==> config.mk <==
export PLATFORM = sky130hd
export DESIGN_NAME = wb_arb2
export DESIGN_NICKNAME = d
export VERILOG_FILES = /design/src/rtl/wb_arb2.sv
export SDC_FILE = /design/constraint.sdc
export NUM_CORES = 1
export LEC_CHECK = 0
export CAP_MARGIN = 10
export CELL_PAD_IN_SITES_DETAIL_PLACEMENT = 1
export CELL_PAD_IN_SITES_GLOBAL_PLACEMENT = 1
export CORE_AREA = 3 3 124 126
export CTS_BUF_LIST = sky130_fd_sc_hd__clkbuf_8
export DETAILED_ROUTE_END_ITERATION = 12
export DIE_AREA = 0 0 127 129
export DONT_BUFFER_PORTS = 1
export PLACE_DENSITY_LB_ADDON = 0.12
export SETUP_SLACK_MARGIN = 0.1
export SLEW_MARGIN = 20
export SYNTH_ARGS = -nofsm -noshare
export SYNTH_HDL_FRONTEND = slang
export SYNTH_SLANG_ARGS = --single-unit
==> constraint.sdc <==
create_clock -name clk_i -period 5.7 [get_ports clk_i]
set_input_delay 0.855 -clock clk_i [delete_from_list [all_inputs] [get_ports clk_i]]
set_output_delay 0.855 -clock clk_i [all_outputs]
set_load 0.03 [all_outputs]
==> src/rtl/wb_arb2.sv <==
// Two-master pipelined Wishbone arbiter: round-robin on ties, registered grant,
// outstanding-request throttling, and responses routed only to the bus owner.
module wb_arb2 #(
    parameter int AW      = 32,
    parameter int DW      = 32,
    parameter int MAX_OUT = 4
) (
    input  logic            clk_i,
    input  logic            rstn_i,
    input  logic            m0_cyc_i,
    input  logic            m0_stb_i,
    input  logic            m0_we_i,
    input  logic [AW-1:0]   m0_addr_i,
    input  logic [DW-1:0]   m0_wdata_i,
    input  logic [DW/8-1:0] m0_sel_i,
    output logic            m0_stall_o,
    output logic            m0_ack_o,
    output logic            m0_err_o,
    output logic [DW-1:0]   m0_rdata_o,
    input  logic            m1_cyc_i,
    input  logic            m1_stb_i,
    input  logic            m1_we_i,
    input  logic [AW-1:0]   m1_addr_i,
    input  logic [DW-1:0]   m1_wdata_i,
    input  logic [DW/8-1:0] m1_sel_i,
    output logic            m1_stall_o,
    output logic            m1_ack_o,
    output logic            m1_err_o,
    output logic [DW-1:0]   m1_rdata_o,
    output logic            s_cyc_o,
    output logic            s_stb_o,
    output logic            s_we_o,
    output logic [AW-1:0]   s_addr_o,
    output logic [DW-1:0]   s_wdata_o,
    output logic [DW/8-1:0] s_sel_o,
    input  logic            s_stall_i,
    input  logic            s_ack_i,
    input  logic            s_err_i,
    input  logic [DW-1:0]   s_rdata_i
);
    localparam int CW = $clog2(MAX_OUT + 1);

    typedef enum logic [1:0] {IDLE = 2'd0, OWN0 = 2'd1, OWN1 = 2'd2} state_e;

    state_e          state_q, state_d;
    logic            last_q, last_d;
    logic [CW-1:0]   cnt_q, cnt_d;
    logic            full, cnt_nz, accept, resp;

    assign full       = (cnt_q == CW'(MAX_OUT));
    assign cnt_nz     = (cnt_q != '0);
    assign m0_rdata_o = s_rdata_i;
    assign m1_rdata_o = s_rdata_i;

    always_comb begin
        state_d    = state_q;
        last_d     = last_q;
        cnt_d      = cnt_q;
        s_cyc_o    = 1'b0;
        s_stb_o    = 1'b0;
        s_we_o     = m0_we_i;
        s_addr_o   = m0_addr_i;
        s_wdata_o  = m0_wdata_i;
        s_sel_o    = m0_sel_i;
        m0_stall_o = 1'b1;
        m1_stall_o = 1'b1;
        m0_ack_o   = 1'b0;
        m1_ack_o   = 1'b0;
        m0_err_o   = 1'b0;
        m1_err_o   = 1'b0;

        case (state_q)
            IDLE: begin
                // On a tie the master that did not own the bus last wins.
                if (m0_cyc_i && m1_cyc_i) begin
                    state_d = last_q ? OWN0 : OWN1;
                    last_d  = ~last_q;
                end else if (m0_cyc_i) begin
                    state_d = OWN0;
                    last_d  = 1'b0;
                end else if (m1_cyc_i) begin
                    state_d = OWN1;
                    last_d  = 1'b1;
                end
            end
            OWN0: begin
                s_cyc_o    = m0_cyc_i;
                s_stb_o    = m0_stb_i & ~full;
                m0_stall_o = s_stall_i | full;
                m0_ack_o   = s_ack_i & cnt_nz;
                m0_err_o   = s_err_i & cnt_nz;
                if (!m0_cyc_i) state_d = IDLE;
            end
            OWN1: begin
                s_cyc_o    = m1_cyc_i;
                s_stb_o    = m1_stb_i & ~full;
                s_we_o     = m1_we_i;
                s_addr_o   = m1_addr_i;
                s_wdata_o  = m1_wdata_i;
                s_sel_o    = m1_sel_i;
                m1_stall_o = s_stall_i | full;
                m1_ack_o   = s_ack_i & cnt_nz;
                m1_err_o   = s_err_i & cnt_nz;
                if (!m1_cyc_i) state_d = IDLE;
            end
            default: state_d = IDLE;
        endcase

        // Responses with nothing outstanding are stray and never move the count.
        accept = s_stb_o & ~s_stall_i;
        resp   = (state_q != IDLE) & (s_ack_i | s_err_i) & cnt_nz;
        if (state_q != IDLE && state_d == IDLE) begin
            cnt_d = '0;
        end else if (accept && !resp) begin
            cnt_d = cnt_q + CW'(1);
        end else if (resp && !accept) begin
            cnt_d = cnt_q - CW'(1);
        end
    end

    // NOTE: state registers use non-blocking assignments so every flop samples pre-edge values.
    always_ff @(posedge clk_i or negedge rstn_i) begin
        if (!rstn_i) begin
            state_q <= IDLE;
            last_q  <= 1'b1;
            cnt_q   <= '0;
        end else begin
            state_q <= state_d;
            last_q  <= last_d;
            cnt_q   <= cnt_d;
        end
    end
endmodule
==> metrics.txt, run 1 <==
row count=44; Post-CTS Resized=0; Sink Count=6; CTS root buffer=clkbuf_8; sequence of cells on the critical path=inv_1, ha_4, mux2i_1, nor4b_4, nand2b_1, fa_1, or4_1, mux2i_1, mux2i_1; Avg Inst Size Synth=just over 9 sq um; min cycle time layout=3.63 ns; synth top area cells=mux2_1, buf_4, dfrtp_1, ha_1, mux2i_1; setup_tns=0 ns; Die Wd=~130 um; first-pass GRT wire length=around 9.1 mm; clock skew=0.00105 ns; die area=0.0164 sq mm; hpwl dp=6.18 mm; slowest cell delay on critical path=0.80 ns; utilization after layout=between 10% and 20%; share of layout cells above drive strength 1=5.43%; NumNets Final=314; hold buffer count at CTS=0; Final GP Congestion=0.791; IO Pins=320; Iter 0 DRT Violations=25; Synth top area share=between 40% and 50%; largest fanout on the critical path=74; RSZ-0062 raised after global routing=false; Routed Antenna Nets=0; TritonCTS buffer count=3; Fmax=0.275 GHz; Worst EP required=just under 6 ns; FF+latch count, synth=6; largest net degree at the start of global routing=75; H-tree levels=1; ANT cells=0; reg2reg start=state_q[0]$_DFF_PN0_; Post-synth ARST share=100%; Mapped Nets=382; leakage power=0.553 nW; max cap viols=0; Post-synth EDFFs=0; drt via density=3.76; Least-Margin Pin Slew=between 0.9 and 1 ns; post-synthesis sequential area ratio=8.28%; initial antenna violation count=0; overflow left after global routing=0; CP startpoint=state_q[0]$_DFF_PN0_; Worst path most repeated cell=mux2i_1; Final Setup Violations=0; clock buffer depth=2; most common cell in the netlist=mux2_1; WP buf/inv=1; postcts setup bufs=0; cell count after synthesis=198; DR vias=between 1000 and 1500; reg-to-reg slack, setup=2.07 ns; area grow syn2layout=-12.9%; Ys Warns=0; slew margin rel.=34.6%; Worst R2R End=cnt_q[2]$_DFFE_PN0P_; Slew Viols, Final=0; Die Ht=129 um; core area=approximately 0.014 sq mm; Slowest cell on crit path=ha_4; Initial Util=roughly an eighth; synth cell count leaders=mux2_1, buf_4, buf_2; # DRC=0; Top delay family on crit path=adder cells; Buffers on Ports=0; Routed Wire Length=6.81 mm; CTS tree=done; Worst-Skew Late Latency=0.22 ns; first-pass detailed-route iteration total=4; crit path capture type=flip-flop; Clock Pin Slew Worst Setup and Hold Paths=0.04 ns; hold slack=0.328 ns; biggest area consumer among synthesized cells=mux2_1; total power=approximately 0.00085 W; Hold Crit Class=primary input to async pin; CP startpoint kind=flip-flop; Worst Reg-to-Reg Cells=9; critical path class=flip-flop to flip-flop; Most used DFF post-synth=dfrtp_1; crit path DAT=3.77 ns; fin crit share=a little under two thirds; Synth cell types=31; Mapped Area=0.00183 sq mm; post-DR wirelength/cell=21.8 um; cell area power density=536 mW/mm^2; Hold Fails Final Rpt=0; status=finished, final reports clean; peak supply drop=0.178 mV; vias in the first global route=~1400; Total GRT Usage=roughly 7.4%
routing by layer:
layer | up-vias | GRT usage (%) | routed length, um
li1 | 486 | - | -
met1 | 546 | 7.77 | 2340
met2 | 130 | 14.1 | 3640
met3 | 16 | 2.41 | 737
met4 | 0 | 1.83 | 98
met5 | - | 0 | 0
worst register-to-register path, cell delays in order (launching register included):
cell,delay (ns)
dfrtp_1,0.42
inv_1,0.16
ha_4,0.80
mux2i_1,0.31
nor4b_4,0.41
nand2b_1,0.13
fa_1,0.40
or4_1,0.51
mux2i_1,0.18
mux2i_1,0.23
layout by cell type, fill, tap and decap left out, drive strengths merged, types with 3 or more instances in the layout:
cell type   n
dfrtp       5
mux2i       5
inv         3
and3        4
nor2        5
mux2       69
nand2b      4
ha          4
clkbuf      3
nand2       6
state kept, by name, indices dropped and copies added, names as in the netlist:
name	count
state_q	2
cnt_q	3
last_q	1
cell families (layout without fill, tap and decap cells):
logic type                 after synthesis  in the layout  share of synthesized area [%]
AOI/OAI and AO/OA                       10             10                           4.04
and+or+nand+nor                         27             27                           9.03
DFF                                      6              6                           8.28
xor gates and xnor gates                 1              1                          0.479
buffers and inverters                   75              6                           29.1
muxes                                   74             74                           45.2
adders and majority gates                5              5                           3.83
how the worst max path moves through the flow:
| stage | slack (ns) | cells after the start | end |
|---|---|---|---|
| 5_1_grt | 1.77 | 9 | cnt_q[2]$_DFFE_PN0P_ |
| 3_5_place_dp | 2.02 | 9 | cnt_q[2]$_DFFE_PN0P_ |
| 3_3_place_gp | 2.26 | 9 | cnt_q[2]$_DFFE_PN0P_ |
| 4_1_cts | 1.99 | 9 | cnt_q[2]$_DFFE_PN0P_ |
| 2_1_floorplan | 3.03 | 7 | cnt_q[2]$_DFFE_PN0P_ |
| 6_report | 2.07 | 9 | cnt_q[2]$_DFFE_PN0P_ |
through the flow:
step / cells / area (sq um) / setup WS, ns
finish: 313 / 1590 / 2.07
global route: 313 / 1590 / 1.77
CTS: 313 / 1590 / 1.99
detailed placement: 309 / 1550 / 2.02
global placement: 309 / 1550 / 2.26
floorplan: 198 / 1830 / 3.03
cell type report:
| cell class | instances | area [sq um] |
|---|---|---|
| multi-input cells | 117 | 1160 |
| inverters | 2 | 7.51 |
| clock buffers | 3 | 41.3 |
| fillers | 1726 | 12800 |
| clock inverters | 1 | 3.75 |
| well taps | 184 | 230 |
| flip-flops and latches | 6 | 151 |
power breakdown:
group / internal, W / leakage (nW) / switching (W)
registers: 0.0000611 / 0.0763 / 0.0000207
clock network: 0.0000464 / 0.0269 / 0.0000198
logic: 0.000193 / 0.450 / 0.000511
total: 0.000301 / 0.553 / 0.000552
No activity file was read; power rests on OpenSTA's default activity.
==> run 2: changes to the inputs <==
--- a/config.mk
+++ b/config.mk
@@ -8,10 +8,10 @@
 export CAP_MARGIN = 10
 export CELL_PAD_IN_SITES_DETAIL_PLACEMENT = 1
 export CELL_PAD_IN_SITES_GLOBAL_PLACEMENT = 1
-export CORE_AREA = 3 3 124 126
+export CORE_AREA = 3 3 125 127
 export CTS_BUF_LIST = sky130_fd_sc_hd__clkbuf_8
 export DETAILED_ROUTE_END_ITERATION = 12
-export DIE_AREA = 0 0 127 129
+export DIE_AREA = 0 0 128 130
 export DONT_BUFFER_PORTS = 1
 export PLACE_DENSITY_LB_ADDON = 0.12
 export SETUP_SLACK_MARGIN = 0.1
==> constraint.sdc (replaced) <==
create_clock -name clk_i -period 3.4 [get_ports clk_i]
set_input_delay 0.51 -clock clk_i [delete_from_list [all_inputs] [get_ports clk_i]]
set_output_delay 0.51 -clock clk_i [all_outputs]
set_load 0.03 [all_outputs]
==> metrics.txt, run 2 (synthesized netlist as in run 1, its figures left out) <==
Die Ht=130 um (+0.78%); Reg with most FFs=cnt_q; crit path capture type=output pin; Hold Crit Class=primary input to async pin; postcts setup bufs=0 (unchanged); IO Pins=320 (unchanged); min cycle time layout=2.78 ns; RSZ-0062 raised after global routing=false; core area=0.0145 sq mm (+0.76%); reg2reg start=state_q[0]$_DFF_PN0_; slowest cell delay on critical path=0.63 ns (-0.17 ns); # DRC=0 (unchanged); clock skew=0.00438 ns (+0.00333 ns); Slew Viols, Final=0 (unchanged); vias in the first global route=1269 (-8.6%); sequence of cells on the critical path=inv_1, ha_4, buf_4, a22o_1, and2_1; internal power=0.000508 W (+69%); row count=44 (unchanged); Iter 0 DRT Violations=17 (-32%); Worst-Skew Late Latency=0.23 ns (about the same); CTS tree=done; overflow left after global routing=0 (unchanged); placed cell areas=0.00156 sq mm (+0.97%); Hold Fails Final Rpt=0 (unchanged); Die Wd=128 um (+0.79%); area grow syn2layout=-11.4%; slew margin rel.=41.1% (+6.5 points); H-tree levels=1 (unchanged); crit path DAT=2.27 ns (-1.50 ns); max FFs per register=3 (unchanged); share of layout cells above drive strength 1=6.82% (+1.4 points); peak supply drop=0.424 mV (+140%); clock network fraction of design power=7.8% (about the same); Worst Reg-to-Reg Cells=9 (unchanged); Final Setup Violations=0 (unchanged); Least-Margin Pin Slew=0.883 ns (-0.0955 ns); CP startpoint kind=flip-flop; Largest regs=cnt_q x3, state_q x2, last_q x1; leakage power=0.567 nW (+2.6%); initial antenna violation count=0 (unchanged); fin crit share=81.7%; Sw Ratio=64.5% (-0.23 points); Final GP Congestion=0.739 (-6.6%); clock buffer depth=2 (unchanged); DP Worst Slack=0.644 ns (-1.38 ns); CTS root buffer=clkbuf_8; Routed Wire Length=6.85 mm (+0.60%); Sink Count=6 (unchanged); status=finished, final reports clean; setup_tns=0 ns (unchanged); post-DR wirelength/cell=21.6 um (-0.67%); hold slack=0.131 ns (-0.196 ns); drt via density=3.71 (-1.5%); most frequent cells in the layout=mux2_1, nand2_1, nor2_1, mux2i_1, dfrtp_1; DR vias=1175 (-0.25%); Top delay family on crit path=buffers and inverters; die area=0.0166 sq mm (+1.6%); largest net degree at the start of global routing=74 (-1.3%); max cap viols=0 (unchanged); Routed Antenna Nets=0 (unchanged); Total GRT Usage=6.99% (-0.37 points); reg-to-reg slack, setup=0.69 ns (-1.38 ns); NumNets Final=317 (+0.96%); Slowest cell on crit path=buf_4; first-pass GRT wire length=8.56 mm (-5.7%); Fmax=about 0.36 GHz; cell area power density=883 mW/mm^2 (+65%); Worst R2R End=cnt_q[2]$_DFFE_PN0P_; TritonCTS buffer count=3 (unchanged); Buffers on Ports=0 (unchanged); first-pass detailed-route iteration total=4 (unchanged); Initial Util=12.6% (-0.096 points); hpwl dp=6.27 mm (+1.5%); sequential share of power=9.7% (about the same); WP buf/inv=2 (+1); Clock Pin Slew Worst Setup and Hold Paths=0.04 ns (about the same); Worst EP required=2.89 ns (-2.95 ns); logic gate share of total power=82.5% (about the same); critical path class=flip-flop to output pin; CP startpoint=state_q[0]$_DFF_PN0_; most common cell after layout, fill and taps aside=mux2_1; Setup WS post-layout=0.623 ns (-1.44 ns); Switch Pwr=0.000922 W (+67%); Final Cell Area=0.00162 sq mm (+1.7%); largest fanout on the critical path=73 (-1.4%)
## run 2: per-layer routing
layer | vias to the layer above | part of all wire (%) | wire length (um) | global-route usage [%]
li1 | 491 | - | - | -
met1 | 533 | 35 | 2370 | 7.62
met2 | 143 | 53 | 3610 | 13.4
met3 | 8 | 12 | 818 | 2.17
met4 | 0 | 0.74 | 51 | 1.25
met5 | - | 0 | 0 | 0
## run 2: worst max-delay path by stage
stage	to	cells after the start	slack, ns
global route	s_cyc_o	5	0.38
finish	s_cyc_o	5	0.62
detailed placement	cnt_q[2]$_DFFE_PN0P_	9	0.64
global placement	cnt_q[2]$_DFFE_PN0P_	9	0.67
floorplan	cnt_q[2]$_DFFE_PN0P_	9	0.85
CTS	s_cyc_o	5	0.51
## run 2: power groups by stage
stage,combinational (W),sequential (W),clock (W)
after global routing,0.00126,0.000147,0.000125
after global placement,0.00121,0.000143,0
after CTS,0.00121,0.000140,0.000117
after floorplan,0.00119,0.000128,0
final,0.00118,0.000139,0.000112
after detailed placement,0.00121,0.000140,0
## run 2: final cells by class
class | count | area (sq um)
inverter | 2 | 7.51
fill | 1739 | 12900
clock inverter | 1 | 3.75
antenna | 1 | 2.50
multi-input combinational | 117 | 1160
clock buffer | 3 | 41.3
sequential | 6 | 151
timing repair buffer | 3 | 25.0
tap | 184 | 230
## run 2: through the flow
stage	cells	util (%)	total power, W
floorplan	198	-	0.00132
global placement	311	10.7	0.00135
detailed placement	311	10.7	0.00135
CTS	316	11.1	0.00147
global route	316	11.1	0.00153
finish	317	11.1	0.00143
## run 2: timing repair
action | 4_1_cts | 5_1_grt
hold buffers | 1 | 0
gates resized for setup | 0 | 0
endpoints found under the hold margin | 5 | 0
==> run 3: changes to the inputs <==
--- a/config.mk
+++ b/config.mk
@@ -8,10 +8,10 @@
 export CAP_MARGIN = 10
 export CELL_PAD_IN_SITES_DETAIL_PLACEMENT = 1
 export CELL_PAD_IN_SITES_GLOBAL_PLACEMENT = 1
-export CORE_AREA = 3 3 125 127
+export CORE_AREA = 3 3 124 126
 export CTS_BUF_LIST = sky130_fd_sc_hd__clkbuf_8
 export DETAILED_ROUTE_END_ITERATION = 12
-export DIE_AREA = 0 0 128 130
+export DIE_AREA = 0 0 127 129
 export DONT_BUFFER_PORTS = 1
 export PLACE_DENSITY_LB_ADDON = 0.12
 export SETUP_SLACK_MARGIN = 0.1
==> constraint.sdc (replaced) <==
create_clock -name clk_i -period 2.4 [get_ports clk_i]
set_input_delay 0.36 -clock clk_i [delete_from_list [all_inputs] [get_ports clk_i]]
set_output_delay 0.36 -clock clk_i [all_outputs]
set_load 0.03 [all_outputs]
==> metrics.txt, run 3 (synthesized netlist as in run 1, its figures left out) <==
DR vias=1205 (+2.6%); setup_tns=0 ns (unchanged); Fmax=0.417 GHz; slew margin rel.=60.3% (+19 points); most frequent cells in the layout=mux2_1, buf_4, nand2_1, nor2_1; clock skew=0.00747 ns (+0.00309 ns); area grow syn2layout=-5.75%; Iter 0 DRT Violations=8 (-9); first-pass GRT wire length=8.80 mm (+2.7%); post-placement cell count=319 (+2.6%); utilization after layout=11.9% (+0.81 points); share of layout cells above drive strength 1=15.6% (+8.8 points); Total GRT Usage=7.05% (+0.056 points); Buffers on Ports=0 (unchanged); CTS root buffer=clkbuf_8; cell area power density=1250 mW/mm^2 (+42%); Worst EP required=2.55 ns (-0.34 ns); Worst-Skew Late Latency=0.22 ns (about the same); CP startpoint kind=flip-flop; fin crit share=99.9%; initial antenna violation count=0 (unchanged); fill cell count=1723 (-0.92%); largest net degree at the start of global routing=74 (unchanged); # DRC=0 (unchanged); Routed Wire Length=6.52 mm (-4.8%); Sink Count=6 (unchanged); row count=44 (unchanged); core area=0.0144 sq mm (-0.76%); overflow left after global routing=0 (unchanged); Clock Pin Slew Worst Setup and Hold Paths=0.04 ns (about the same); status=finished, final reports clean; most common cell after layout, fill and taps aside=mux2_1; Initial Util=12.7% (+0.096 points); largest fanout on the critical path=3 (-96%); Die Wd=127 um (-0.78%); IO Pins=320 (unchanged); vias in the first global route=1373 (+8.2%); wire length on met2=3.47 mm (-3.9%); Routed Antenna Nets=0 (unchanged); min cycle time layout=roughly 2.4 ns; CTS tree=done; crit path DAT=2.55 ns (+0.28 ns); Die Ht=129 um (-0.77%); post-DR wirelength/cell=20.1 um (-7.2%); Hold Fails Final Rpt=0 (unchanged); Hold Crit Class=primary input to flip-flop; uppermost layer routed=met4; Slew Viols, Final=0 (unchanged); crit path capture type=flip-flop; H-tree levels=1 (unchanged); M1 wire length=2.32 mm (-2.2%); RSZ-0062 raised after global routing=true; wire length on met3=644 um (-21%); Multi-input gate area=0.00117 sq mm (+1.3%); critical path class=flip-flop to flip-flop; max cap viols=0 (unchanged); Final GP Congestion=0.743 (+0.60%); Final Setup Violations=0 (unchanged); leakage power=0.617 nW (+8.8%); first-pass detailed-route iteration total=4 (unchanged); drt via density=3.71 (about the same); hpwl dp=5.90 mm (-5.9%); Storage cell area=153 sq um (+0.83%); Reg with most FFs=cnt_q; max FFs per register=3 (unchanged); Largest regs=cnt_q x3, state_q x2, last_q x1; Least-Margin Pin Slew=0.595 ns (-0.288 ns); TritonCTS buffer count=3 (unchanged); peak supply drop=0.300 mV (-29%); clock buffer depth=2 (unchanged); die area=0.0164 sq mm (-1.5%); Post-Layout Cell Count=325 (+2.5%); NumNets Final=326 (+2.8%); ANT cells=0 (-1)
run 3: changes by cell type in the layout (fill, tap and decap cells not counted), sizes merged:
cell    previous run  this run
buf                2        10
clkbuf             3         4
diode              1         0
run 3: path summary, 6_finish.rpt:
kind | start | end | slack, ns | depth (start not counted)
worst max-delay path | state_q[1]$_DFF_PN0_ | cnt_q[2]$_DFFE_PN0P_ | 0.003 | 8
worst min-delay path | m0_cyc_i | last_q$_DFFE_PN1P_ | 0.21 | 1
worst max register to register | state_q[1]$_DFF_PN0_ | cnt_q[2]$_DFFE_PN0P_ | 0.003 | 8
worst min register to register | last_q$_DFFE_PN1P_ | last_q$_DFFE_PN1P_ | 0.52 | 2
max in group asynchronous | rstn_i | last_q$_DFFE_PN1P_ | 1.63 | 1
min in group asynchronous | rstn_i | cnt_q[0]$_DFFE_PN0P_ | 0.47 | 1
run 3: layer usage:
layer	track usage, %	vias up
li1	-	514
met1	7.82	548
met2	13.4	130
met3	2.12	13
met4	1.32	0
met5	0	-
run 3: area by class of cell:
| cell class | instances | share of cell area [%] |
|---|---|---|
| Multi-Input combinational cell | 117 | 68.0 |
| Timing Repair Buffer | 12 | 6.68 |
| Sequential cell | 6 | 8.86 |
| Clock inverter | 1 | 0.218 |
| Clock buffer | 3 | 2.40 |
| Tap cell | 184 | 13.4 |
| Inverter | 2 | 0.436 |
run 3: what timing repair did:
item                       in CTS  in global routing
buffers inserted                0                  1
hold buffers                    1                  0
hold endpoints to repair        6                  0
setup endpoints to repair      76                 73
gates resized for setup         3                  1
pin swaps                       2                  1
run 3: critical path, stage by stage, from the launching register on:
cell	delay (ns)
dfrtp_2	0.44
ha_4	0.18
mux2i_4	0.20
nor4b_4	0.29
nand2b_1	0.11
fa_2	0.35
or4_1	0.39
mux2i_1	0.18
mux2i_1	0.19
run 3: where the power goes:
part	switching [W]	leakage (nW)	internal, W
logic	0.00124	0.516	0.000569
clock network	0.0000464	0.0269	0.000110
registers	0.0000445	0.0750	0.000146
run 3: metrics by stage:
stage                     total power (W)  hold WS [ns]  setup slack, ns  area [sq um]
after floorplan                   0.00189        0.0644          -0.0424          1860
after global placement            0.00199        0.0649          0.00256          1650
after detailed placement          0.00200        0.0648          -0.0834          1650
after CTS                         0.00219         0.202         -0.00590          1710
after global routing              0.00228         0.202           -0.143          1720
final                             0.00215         0.206          0.00293          1720
